`src/rtl/ble_telemetry_tx.sv`:
```
// Telemetry transmitter for the BLE UART link: snapshots orientation and motor
// command into an 11-byte frame and shifts it out 8N1, LSB first, back-to-back.
module ble_telemetry_tx #(
  parameter int unsigned CLKS_PER_BIT = 10417,
  parameter logic [7:0]  SYNC_BYTE    = 8'hA5
) (
  input  logic       clock,
  input  logic       reset_n,
  input  logic       enable,
  input  logic       send_req,
  input  logic [9:0] roll,
  input  logic [9:0] pitch,
  input  logic [9:0] yaw,
  input  logic [9:0] motor_speed,
  input  logic       motor_dir,
  output logic       tx,
  output logic       busy,
  output logic       frame_done,
  output logic [7:0] seq
);

  localparam logic [15:0] BitLast  = 16'(CLKS_PER_BIT - 1);
  localparam logic [3:0]  LastByte = 4'd10;

  typedef enum logic [1:0] {StIdle, StStart, StData, StStop} state_e;

  state_e      state_q, state_d;
  logic [15:0] cnt_q, cnt_d;
  logic [2:0]  bit_q, bit_d;
  logic [3:0]  idx_q, idx_d;
  logic [7:0]  shift_q, shift_d;
  logic        tx_q, tx_d;
  logic        busy_q, busy_d;
  logic        done_q, done_d;
  logic        pending_q, pending_d;
  logic [7:0]  seq_q, seq_d;

  // Frame snapshot, frozen for the whole frame
  logic [7:0]  snap_seq_q, snap_seq_d;
  logic [9:0]  snap_roll_q, snap_roll_d;
  logic [9:0]  snap_pitch_q, snap_pitch_d;
  logic [9:0]  snap_yaw_q, snap_yaw_d;
  logic [9:0]  snap_speed_q, snap_speed_d;
  logic        snap_dir_q, snap_dir_d;

  logic [7:0]  roll_hi, pitch_hi, yaw_hi, motor_hi, checksum, next_byte;
  logic [3:0]  next_idx;
  logic        bit_end, start_frame;
  logic [7:0]  start_seq;

  // Payload bytes of the frame in flight; selects the byte following idx_q
  always_comb begin
    roll_hi  = {{6{snap_roll_q[9]}}, snap_roll_q[9:8]};
    pitch_hi = {{6{snap_pitch_q[9]}}, snap_pitch_q[9:8]};
    yaw_hi   = {{6{snap_yaw_q[9]}}, snap_yaw_q[9:8]};
    motor_hi = {snap_dir_q, 5'b0, snap_speed_q[9:8]};
    checksum = snap_seq_q + roll_hi + snap_roll_q[7:0] + pitch_hi + snap_pitch_q[7:0]
             + yaw_hi + snap_yaw_q[7:0] + motor_hi + snap_speed_q[7:0];
    next_idx = idx_q + 4'd1;
    case (next_idx)
      4'd1:    next_byte = snap_seq_q;
      4'd2:    next_byte = roll_hi;
      4'd3:    next_byte = snap_roll_q[7:0];
      4'd4:    next_byte = pitch_hi;
      4'd5:    next_byte = snap_pitch_q[7:0];
      4'd6:    next_byte = yaw_hi;
      4'd7:    next_byte = snap_yaw_q[7:0];
      4'd8:    next_byte = motor_hi;
      4'd9:    next_byte = snap_speed_q[7:0];
      default: next_byte = checksum;
    endcase
  end

  // Next-state logic for the serializer FSM, bit timer and request tracking
  always_comb begin
    state_d      = state_q;
    cnt_d        = cnt_q;
    bit_d        = bit_q;
    idx_d        = idx_q;
    shift_d      = shift_q;
    tx_d         = tx_q;
    busy_d       = busy_q;
    done_d       = 1'b0;
    pending_d    = pending_q;
    seq_d        = seq_q;
    snap_seq_d   = snap_seq_q;
    snap_roll_d  = snap_roll_q;
    snap_pitch_d = snap_pitch_q;
    snap_yaw_d   = snap_yaw_q;
    snap_speed_d = snap_speed_q;
    snap_dir_d   = snap_dir_q;
    start_frame  = 1'b0;
    start_seq    = seq_q;
    bit_end      = (cnt_q == BitLast);

    if (state_q != StIdle) begin
      cnt_d = bit_end ? 16'd0 : cnt_q + 16'd1;
    end

    case (state_q)
      StIdle: begin
        if (enable && send_req) start_frame = 1'b1;
      end
      StStart: begin
        if (bit_end) begin
          state_d = StData;
          bit_d   = 3'd0;
          tx_d    = shift_q[0];
        end
      end
      StData: begin
        if (bit_end) begin
          if (bit_q == 3'd7) begin
            state_d = StStop;
            tx_d    = 1'b1;
          end else begin
            bit_d   = bit_q + 3'd1;
            shift_d = shift_q >> 1;
            tx_d    = shift_q[1];
          end
        end
      end
      StStop: begin
        if (bit_end) begin
          if (idx_q != LastByte) begin
            state_d = StStart;
            idx_d   = next_idx;
            shift_d = next_byte;
            tx_d    = 1'b0;
          end else begin
            done_d = 1'b1;
            seq_d  = seq_q + 8'd1;
            // A request on this very edge still chains the next frame
            if (enable && (pending_q || send_req)) begin
              start_frame = 1'b1;
              start_seq   = seq_q + 8'd1;
            end else begin
              state_d = StIdle;
              tx_d    = 1'b1;
              busy_d  = 1'b0;
            end
          end
        end
      end
      default: state_d = StIdle;
    endcase

    if (start_frame) begin
      state_d      = StStart;
      cnt_d        = 16'd0;
      idx_d        = 4'd0;
      shift_d      = SYNC_BYTE;
      tx_d         = 1'b0;
      busy_d       = 1'b1;
      pending_d    = 1'b0;
      snap_seq_d   = start_seq;
      snap_roll_d  = roll;
      snap_pitch_d = pitch;
      snap_yaw_d   = yaw;
      snap_speed_d = motor_speed;
      snap_dir_d   = motor_dir;
    end else if (!enable) begin
      pending_d = 1'b0;
    end else if (send_req && state_q != StIdle) begin
      pending_d = 1'b1;
    end
  end

  // State registers; reset aborts any frame and forces the line idle
  always_ff @(posedge clock or negedge reset_n) begin
    if (!reset_n) begin
      state_q      <= StIdle;
      cnt_q        <= 16'd0;
      bit_q        <= 3'd0;
      idx_q        <= 4'd0;
      shift_q      <= 8'd0;
      tx_q         <= 1'b1;
      busy_q       <= 1'b0;
      done_q       <= 1'b0;
      pending_q    <= 1'b0;
      seq_q        <= 8'd0;
      snap_seq_q   <= 8'd0;
      snap_roll_q  <= 10'd0;
      snap_pitch_q <= 10'd0;
      snap_yaw_q   <= 10'd0;
      snap_speed_q <= 10'd0;
      snap_dir_q   <= 1'b0;
    end else begin
      state_q      <= state_d;
      cnt_q        <= cnt_d;
      bit_q        <= bit_d;
      idx_q        <= idx_d;
      shift_q      <= shift_d;
      tx_q         <= tx_d;
      busy_q       <= busy_d;
      done_q       <= done_d;
      pending_q    <= pending_d;
      seq_q        <= seq_d;
      snap_seq_q   <= snap_seq_d;
      snap_roll_q  <= snap_roll_d;
      snap_pitch_q <= snap_pitch_d;
      snap_yaw_q   <= snap_yaw_d;
      snap_speed_q <= snap_speed_d;
      snap_dir_q   <= snap_dir_d;
    end
  end

  assign tx         = tx_q;
  assign busy       = busy_q;
  assign frame_done = done_q;
  assign seq        = seq_q;

endmodule
```
`config.mk`:
```
export PLATFORM = sky130hd
export DESIGN_NAME = ble_telemetry_tx
export DESIGN_NICKNAME = d
export VERILOG_FILES = /design/src/rtl/ble_telemetry_tx.sv
export SDC_FILE = /design/constraint.sdc
export NUM_CORES = 1
export LEC_CHECK = 0
export CAP_MARGIN = 10
export CORE_MARGIN = 2
export CORE_UTILIZATION = 59
export DETAILED_ROUTE_END_ITERATION = 7
export GPL_TIMING_DRIVEN = 0
export PLACE_DENSITY = 0.91
export RECOVER_POWER = 25
export SKIP_LAST_GASP = 1
export SLEW_MARGIN = 0
export SYNTH_ARGS = -nofsm -noshare
export SYNTH_HDL_FRONTEND = slang
export SYNTH_SLANG_ARGS = --single-unit
```
`constraint.sdc`:
```
create_clock -name clock -period 4.9 [get_ports clock]
set_input_delay 1.47 -clock clock [delete_from_list [all_inputs] [get_ports clock]]
set_output_delay 1.47 -clock clock [all_outputs]
set_load 0.05 [all_outputs]
```
==> results.txt <==
----------------------------------------------------
[Setup path]
  Cell repeated most along the worst path ... fa_1
  R2R depth ... 16
  FF-to-FF Start ... snap_roll_q[9]$_DFFE_PN0P_
  Crit-path slowest cell ... fa_1
  Endpoint of the worst-slack reg-to-reg timing path ... shift_q[7]$_DFFE_PN0P_
  Crit start category ... flip-flop
  Kind of cell adding the most delay to the critical path ... adder cells
  Critical path capture point type ... flip-flop
  CP Class ... flip-flop to flip-flop
  Worst path arrival time ... 5.05 ns
  Worst-case register-to-register setup slack ... 0.17 ns
  Worst path bufs/invs ... 5
  Data required, critical path ... 5.22 ns
  Cells traversed along the worst timing path ... clkinvlp_4 > buf_4 > fa_1 > inv_1 > fa_1 > fa_1 > inv_1 > fa_1 > inv_1 > ha_1 > a21o_1 > a21oi_1 > o21ai_0 > xnor2_1 > a221o_1 > o21ai_0
  Crit-path max FO ... 5
  Longest individual stage delay on the worst path ... 0.58 ns

[Routing]
  Routed length on met2 ... 8.31 mm
  Top layer used by detailed routing ... met4
  Routed metal-1 wire length ... 7.08 mm
  Overall routed net length ... 17.1 mm
  Number of iterations in the first detailed-routing pass ... 5
  Number of antenna-violating nets in the routed design ... 0
  Vias after detailed routing ... 5,402
  DRC violations left ... 0
  Wire length on met3 ... 1.38 mm
  1st-iter DRT viols ... 427
  Wire length per cell after detailed routing ... 18.7 um
  Number of vias per cell ... 5.91

[Finish]
  Highest-count cells in the layout ignoring fill and taps ... nand2_1, dfrtp_1, inv_1
  Final standard cell utilization of the core ... 0.691
  Number of antenna repair diodes ... 0
  Leading cell type in the layout, fill and taps excluded ... nand2_1
  Total Nets Final ... 883
  Ratio of cells with drive above 1 in the final layout ... 0.0788
  Synth-to-Final Area Change ... 15.0%

[STA]
  Slew Limit Fails ... 49
  Hold Vio Cnt, Final ... 0
  Final setup vio count ... 0
  Transition time of the tightest slew-check pin ... 2.71 ns
  Final period util ... 0.966
  Clock Skews ... 0.0157 ns
  Max-slew headroom at the worst pin ... -0.810
  Min cycle time layout ... 4.73 ns
  Max Clock Freq ... 0.211 GHz
  Setup WS post-layout ... 0.168 ns

[Hold path]
  Hold/Removal Path Class ... flip-flop to flip-flop
  Hold Path Stages ... 2
  Worst Hold End ... shift_q[7]$_DFFE_PN0P_
  Source of the worst hold timing path ... shift_q[7]$_DFFE_PN0P_

[Synthesis]
  Fraction of registers with async set or reset after synthesis ... 1.00
  Share of synthesized area occupied by flip-flops and latches ... 0.363
  Post-Syn Instances ... 697
  Post-synthesis average cell area ... 9.30 um2
  Most used flip-flop cell after synthesis ... dfrtp_1
  Area of the mapped netlist ... 0.00648 mm2
  FF+latch count, synth ... 94
  Unique masters post-synth ... 74
  Synth Warn # ... 0
  Net Count, Synth ... 811
  Number of synthesized flops with an enable pin ... 0

[Placed design]
  Setup WS pre-CTS ... 0.159 ns
  Routability cong. ... 0.904
  Hpwl dp ... 12.7 mm
  Port buffer count ... 55

[Pwr]
  Peak supply drop ... 0.225 mV
  Clk network pwr share ... 0.257
  Switching share of total power ... 0.339
  Gate power share ... 0.324
  LEAKAGE ... 3.49 nW
  Internal power ... 0.00129 W
  Pwr dens ... 262 mW/mm2
  Switching power ... 0.000663 W
  Power share of the sequential group ... 0.418

[Clock tree]
  Number of buffers inserted during clock tree synthesis ... 9
  Clock H-tree levels ... 3
  Clock tree from TritonCTS ... yes
  TritonCTS Sinks ... 94
  Clock slew seen by the registers of the worst setup and hold paths ... 0.09 ns
  Buffers from clock root to sink, at most ... 2
  Root Buffer ... clkbuf_8
  Clock network latency to the later pin of the worst-skew pair ... 0.40 ns

[Global routing]
  Antenna violations before repair ... 0
  Number of global-route vias before repair ... 5,709
  First-pass GRT wire length ... 27.8 mm
  Overall Global Routing Usage ... 0.311
  Pin count of the biggest net entering global routing ... 50
  Overflow left after global routing ... 0

[Floorplan]
  Number of placement rows ... 38
  IO Count ... 56
  Area of the core ... 0.0108 mm2
  Floorplan die height ... 109 um
  Chip width ... 109 um
  Initial Util ... 0.601
  Area enclosed by the die boundary ... 0.0118 mm2

[Run]
  MaxCap Viol Count ... 1

[Run status]
  Result of the run ... complete, but fails checks
  Failing checks ... capacitance limit, slew limit

----------------------------------------------------
[kinds of logic (layout without fill, tap and decap cells)]
| kind of cell | count (synthesis) | in the layout | share of synthesized area |
|---|---|---|---|
| simple gates | 256 | 256 | 0.190 |
| compound gates | 124 | 124 | 0.133 |
| buf+inv | 104 | 181 | 0.0664 |
| flops | 94 | 94 | 0.363 |
| fa+ha+maj | 69 | 69 | 0.179 |
| xor+xnor | 46 | 46 | 0.0621 |
| mux | 4 | 4 | 0.00695 |
[sequential cells by signal, summed over array words and instances (netlist names)]
signal,cells
snap_pitch_q,10
snap_dir_q,1
cnt_q,16
shift_q,8
snap_speed_q,10
pending_q,1
snap_roll_q,10
state_q,2
bit_q,3
seq,8
frame_done,1
snap_seq_q,8
busy,1
snap_yaw_q,10
idx_q,4
tx,1
[worst max path at each step]
| stage | startpoint | to | slack (ns) | depth (start not counted) |
|---|---|---|---|---|
| floorplan | snap_pitch_q[9]$_DFFE_PN0P_ | shift_q[7]$_DFFE_PN0P_ | 0.66 | 15 |
| detailed placement | snap_pitch_q[9]$_DFFE_PN0P_ | shift_q[7]$_DFFE_PN0P_ | 0.16 | 15 |
| CTS | snap_pitch_q[9]$_DFFE_PN0P_ | shift_q[7]$_DFFE_PN0P_ | 0.12 | 15 |
| global placement | reset_n | cnt_q[12]$_DFFE_PN0P_ | -0.96 | 1 |
| global route | snap_roll_q[9]$_DFFE_PN0P_ | shift_q[7]$_DFFE_PN0P_ | -0.03 | 16 |
| finish | snap_roll_q[9]$_DFFE_PN0P_ | shift_q[7]$_DFFE_PN0P_ | 0.17 | 16 |
[power groups by stage]
stage | clock network, W | logic [W] | registers, W
after floorplan | 0 | 0.000458 | 0.000827
after CTS | 0.000512 | 0.000627 | 0.000817
after global placement | 0 | 0.000593 | 0.000831
final | 0.000504 | 0.000635 | 0.000819
after detailed placement | 0 | 0.000621 | 0.000832
after global routing | 0.000535 | 0.000721 | 0.000821
[cell type report]
cell class,instances,area [um2]
clock buffers,10,138
inverters,80,308
repair buffers,61,609
clock inverters,6,45.0
well taps,140,175
flip-flops and latches,94,2360
multi-input cells,499,3700
fillers,811,3330
plain buffers,24,126
[through the flow]
| step | hold WS, ns | cell area, um2 | setup TNS [ns] | cells | power, W |
|---|---|---|---|---|---|
| 2_1_floorplan | 0.454 | 6480 | 0 | 697 | 0.00128 |
| 3_3_place_gp | 0.473 | 7210 | -88.67 | 892 | 0.00142 |
| 3_5_place_dp | 0.486 | 7240 | 0 | 893 | 0.00145 |
| 4_1_cts | 0.506 | 7420 | 0 | 909 | 0.00196 |
| 5_1_grt | 0.532 | 7460 | -0.0258 | 914 | 0.00208 |
| 6_report | 0.510 | 7460 | 0 | 914 | 0.00196 |
[per-layer routing]
metal | global-route usage | up-vias
met1 | 0.414 | 2684
met3 | 0.0580 | 32
met4 | 0.128 | 0
met5 | 0 | -
met2 | 0.504 | 227
li1 | - | 2459
[cells in the mapped netlist (5+ instances only)]
cell type,instances,area share
a21oi_1,12,0.0093
a22o_1,10,0.014
a22oi_1,9,0.010
and3_1,7,0.0068
buf_2,5,0.0039
buf_4,7,0.0081
clkbuf_1,11,0.0064
dfrtp_1,93,0.36
fa_1,40,0.12
ha_1,29,0.056
inv_1,80,0.046
nand2_1,139,0.080
nand3_1,14,0.011
nand4_1,6,0.0058
nor2_1,35,0.020
nor2b_1,6,0.0058
nor3_1,9,0.0069
o21ai_0,42,0.032
xnor2_1,36,0.049
xor2_1,10,0.014
[worst reg2reg max path, stage by stage (launching register included)]
cell	delay [ns]
dfrtp_2	0.46
clkinvlp_4	0.19
buf_4	0.19
fa_1	0.51
inv_1	0.07
fa_1	0.46
fa_1	0.53
inv_1	0.06
fa_1	0.58
inv_1	0.06
ha_1	0.30
a21o_1	0.18
a21oi_1	0.25
o21ai_0	0.20
xnor2_1	0.16
a221o_1	0.34
o21ai_0	0.13
[repair_timing]
item                       CTS  global route
resized for setup            0             4
hold buffers                 0             0
setup endpoints to repair    0             1
buffers inserted             0             5
No activity file was read; power rests on OpenSTA's default activity.
==> variant 1: new RTL, same flow settings <==
Take the reset off `shift_q` and load it in a clocked block of its own.
--- a/src/rtl/ble_telemetry_tx.sv
+++ b/src/rtl/ble_telemetry_tx.sv
@@ -173,7 +173,6 @@
       cnt_q        <= 16'd0;
       bit_q        <= 3'd0;
       idx_q        <= 4'd0;
-      shift_q      <= 8'd0;
       tx_q         <= 1'b1;
       busy_q       <= 1'b0;
       done_q       <= 1'b0;
@@ -190,7 +189,6 @@
       cnt_q        <= cnt_d;
       bit_q        <= bit_d;
       idx_q        <= idx_d;
-      shift_q      <= shift_d;
       tx_q         <= tx_d;
       busy_q       <= busy_d;
       done_q       <= done_d;
@@ -205,6 +203,10 @@
     end
   end
 
+  always_ff @(posedge clock) begin
+    shift_q <= shift_d;
+  end
+
   assign tx         = tx_q;
   assign busy       = busy_q;
   assign frame_done = done_q;
Formal check against the unedited RTL: no difference found for any inputs over 10 cycles, from zero or initial values and one cycle with reset_n low; that may be too few to reach the edited logic, so the function may still have changed.
==> variant 1 against the original RTL <==
The flow still finishes with violations (max-capacitance violations, max-slew violations). Design area fell by 0.91%. Synthesized area decreased by 0.14%. First-iteration DRC count is 20% higher. Fmax down 0.82%. Sequential cell count is the same. Clock skew decreased by 0.0015 ns. Global-route usage down 1.1 points. Routed wire length shrank 3.6%. Setup slack worse by 0.039 ns. Critical path type unchanged.
Power is not compared: it rests on default switching activity, and its combinational part moved more than twofold at a synthesized area within 25%.
==> variant 1: results (changes against the original RTL) <==
status=finished, violations left (unchanged); failing checks=max-capacitance violations, max-slew violations (unchanged); Final Non-Filler Cells=921 (was 914); worst vdd ir=~140 uV; Post-synth top cells=136 x nand2_1, 85 x dfrtp_1, 77 x inv_1 (was 139 x nand2_1, 93 x dfrtp_1, 80 x inv_1); Iter 0 DRT Violations=512 (was 427); CTS root buffer=clkbuf_8 (unchanged); via/cell ratio=5.926 (was 5.910); first-pass GRT wire length=26.87 mm (was 27.83 mm); Placed Cells=905 (was 893); Post CTS Setup Buffer Count=0 (unchanged); leak pwr=~3.5 nW; vias in the first global route=5456 (was 5709); CTS Buf Count=9 (unchanged); Psw=333.5 uW; DP Area=7227 um2 (was 7236 um2); crit-path max FO=6 (was 5); max_cap viols=1 (unchanged); net count reported at finish=890 (was 883); max FFs per register=16 (unchanged); Clock Skews=0.01417 ns (was 0.01567 ns); Synth Area in Adders=0.1797 (was 0.1794); initial antenna violation count=0 (unchanged); clock latency on the worst-skew pair=between 0.3 and 0.4 ns; maximum clock path buffer count=2 (unchanged); synth unique cells=78 (was 74); mux share of post-synthesis cell area=0.02125 (was 0.006946); RePlAce Congestion=0.9592 (was 0.9040); slowest CP cell=fa_1 (unchanged); syn_nets=823 (was 811); largest net degree at the start of global routing=51 (was 50); Top FF cell, synth=dfrtp_1 (unchanged); ant diodes=0 (unchanged); Post-CTS Resized=0 (unchanged); Slew Viols, Final=38 (was 49); Buffers on Ports=55 (unchanged); CP arrival=5.06 ns (was 5.05 ns); Setup WS pre-CTS=0.05878 ns (was 0.1592 ns); CTS H-Tree Depth=3 (unchanged); FILL cells=772 (was 811); CTS clk-pin slew, worst paths=roughly 0.10 ns; worst min path class=flip-flop to flip-flop (unchanged); top area cells in the synthesized netlist=dfrtp_1 33%, fa_1 12%, nand2_1 7.9% (was dfrtp_1 36%, fa_1 12%, nand2_1 8.0%); average cell area after synthesis=9.134 um2 (was 9.304 um2); synth warn=0 (unchanged); Sequential Area=2315 um2 (was 2356 um2); All-Layer GR Usage=0.3000 (was 0.3110); proportion of layout cells with a drive suffix above 1=0.07042 (was 0.07881); Largest Register=cnt_q (unchanged); DRT Pass-1 Iters=6 (was 5); HPWL after detailed placement=12.68 mm (was 12.73 mm); CP peak stage delay=0.56 ns (was 0.58 ns); Synth Area in Compound Gates=0.1225 (was 0.1325); worst slew pin tran=2.089 ns (was 2.714 ns); Synth async-reset ratio=0.9149 (was 1.000); post-synthesis xor/xnor area fraction=0.06337 (was 0.06213); post-synthesis sequential area ratio=0.3572 (was 0.3629); DRT Wirelength=16.46 mm (was 17.08 mm)
-- variant 1: metal layers --
layer	up-vias	part of all wire	track usage
met5	-	0	0
met4	0	0.047	0.1667
met3	62	0.072	0.05081
met2	296	0.50	0.4973
met1	2625	0.39	0.3742
li1	2475	-	-
-- variant 1: area by class of cell --
type | count | area share
plain buffers | 32 | 0.02133
clock buffers | 10 | 0.01862
clock inverters | 6 | 0.006941
inverters | 78 | 0.03961
multi-input cells | 505 | 0.5023
flip-flops and latches | 94 | 0.3132
well taps | 140 | 0.02370
repair buffers | 56 | 0.07432
-- variant 1: power by group through the flow --
stage	Clock (mW)	Combinational, mW	Sequential, mW
2_1_floorplan	0	0.00201	0.791
3_3_place_gp	0	0.0518	0.791
3_5_place_dp	0	0.0556	0.790
4_1_cts	0.521	0.0560	0.775
5_1_grt	0.547	0.0574	0.775
6_report	0.520	0.0523	0.775
-- variant 1: final timing paths --
| path | startpoint | to | slack (ns) | cells after the start |
|---|---|---|---|---|
| setup / recovery | snap_pitch_q[9] | shift_q[6] | 0.13 | 15 |
| hold / removal | shift_q[5] | shift_q[5] | 0.49 | 2 |
| min in group asynchronous | reset_n | snap_seq_q[3] | 1.67 | 1 |
| setup reg to reg | snap_pitch_q[9] | shift_q[6] | 0.13 | 15 |
| hold reg to reg | shift_q[5] | shift_q[5] | 0.49 | 2 |
| max in group asynchronous | reset_n | cnt_q[12] | 1.07 | 2 |
-- variant 1: critical path, delay by kind of cell (launching register included) --
family	cells	cell delay [ns]
AOI/OAI and AO/OA	4	0.83
xor gates and xnor gates	1	0.18
adders and majority gates	6	2.69
buffers and inverters	4	0.48
DFF	1	0.49
==> variant 2: new RTL, same flow settings <==
Without the edit above. The parameter `CLKS_PER_BIT` goes from 10417 to 7812.
--- a/src/rtl/ble_telemetry_tx.sv
+++ b/src/rtl/ble_telemetry_tx.sv
@@ -1,7 +1,7 @@
 // Telemetry transmitter for the BLE UART link: snapshots orientation and motor
 // command into an 11-byte frame and shifts it out 8N1, LSB first, back-to-back.
 module ble_telemetry_tx #(
-  parameter int unsigned CLKS_PER_BIT = 10417,
+  parameter int unsigned CLKS_PER_BIT = 7812,
   parameter logic [7:0]  SYNC_BYTE    = 8'hA5
 ) (
   input  logic       clock,
Check against the original RTL: same outputs for any inputs over 10 cycles, from zero or initial values and one cycle with reset_n low; that may be too few to reach the edited logic, so the function may still have changed.
==> variant 2 against the original RTL <==
The flow still finishes with violations (max-capacitance violations, max-slew violations). Synthesized area up 2.8%. Sequential cell count unchanged. Non-clock buffer count up 1. Hold slack worse by 0.018 ns. Highest routed layer unchanged. Routed wire length up 2.9%. Core utilization up 1.6 points. Design area up 3.7%. Setup slack better by 0.20 ns.
Power is left out: the tool's default activity adds up to more than one toggle a clock period on the data nets, which glitch-free logic cannot reach.
==> variant 2: results (changes against the original RTL) <==
max_cap viols=1 (unchanged); Synth Area in Adders=0.1727 (was 0.1794); status=finished, violations left (unchanged); mux share of post-synthesis cell area=0.01258 (was 0.006946); average cell area after synthesis=9.231 um2 (was 9.304 um2); Hold Startpoint=tx (was shift_q[7]); WL met1=7.146 mm (was 7.081 mm); Placed Cells=918 (was 893); vias in the first global route=5867 (was 5709); proportion of layout cells with a drive suffix above 1=0.07431 (was 0.07881); Clock Skews=0.01202 ns (was 0.01567 ns); CP peak stage delay=0.60 ns (was 0.58 ns); post-DR wirelength/cell=18.81 um (was 18.69 um); post-synthesis xor/xnor area fraction=0.06157 (was 0.06213); first-pass GRT wire length=28.77 mm (was 27.83 mm); Iter 0 DRT Violations=596 (was 427); failing checks=max-capacitance violations, max-slew violations (unchanged); clock latency on the worst-skew pair=0.37 ns (was 0.40 ns); reg2reg path depth=15 (was 16); CP arrival=4.79 ns (was 5.05 ns); hold endpoint=tx (was shift_q[7]); Setup WS pre-CTS=0.4184 ns (was 0.1592 ns); met3 routed WL=1.244 mm (was 1.375 mm); post-synthesis sequential area ratio=0.3531 (was 0.3629); HPWL after detailed placement=13.28 mm (was 12.73 mm); via/cell ratio=6.085 (was 5.910); syn_nets=835 (was 811); top area cells in the synthesized netlist=dfrtp_1 35%, fa_1 12%, nand2_1 7.9% (was dfrtp_1 36%, fa_1 12%, nand2_1 8.0%); CTS clk-pin slew, worst paths=0.07 ns (was 0.09 ns); via count=5683 (was 5402); Slew Viols, Final=43 (was 49); met2 Use GR=0.5202 (was 0.5040)
==> variant 2: cell count changes in the layout (fill, tap and decap cells not counted), moves of 4 or more <==
cell	unedited run	this run
nor2b_1	6	2
nor3_2	3	9
clkbuf_16	0	9
clkbuf_8	10	2
mux2i_1	0	5
o21ai_0	42	31
a22o_1	10	17
a22oi_1	9	5
buf_2	5	12
clkinvlp_4	5	0
buf_4	11	3
o21ai_1	1	11
a21oi_1	12	19
and2_1	2	6
==> variant 2: metrics by stage <==
step	hold slack [ns]	area, um2
2_1_floorplan	0.4509	6665
4_1_cts	0.4920	7757
3_3_place_gp	0.4691	7391
5_1_grt	0.5202	7731
3_5_place_dp	0.4820	7416
6_report	0.4912	7731
==> variant 2: layout make-up <==
cell class              instances  area [um2]
plain buffers                  30       138.9
clock inverters                 5       88.84
flip-flops and latches         94        2354
inverters                      81       304.0
repair buffers                 56       549.3
fillers                       776        3204
multi-input cells             517        3869
well taps                     140       175.2
clock buffers                  11       252.7
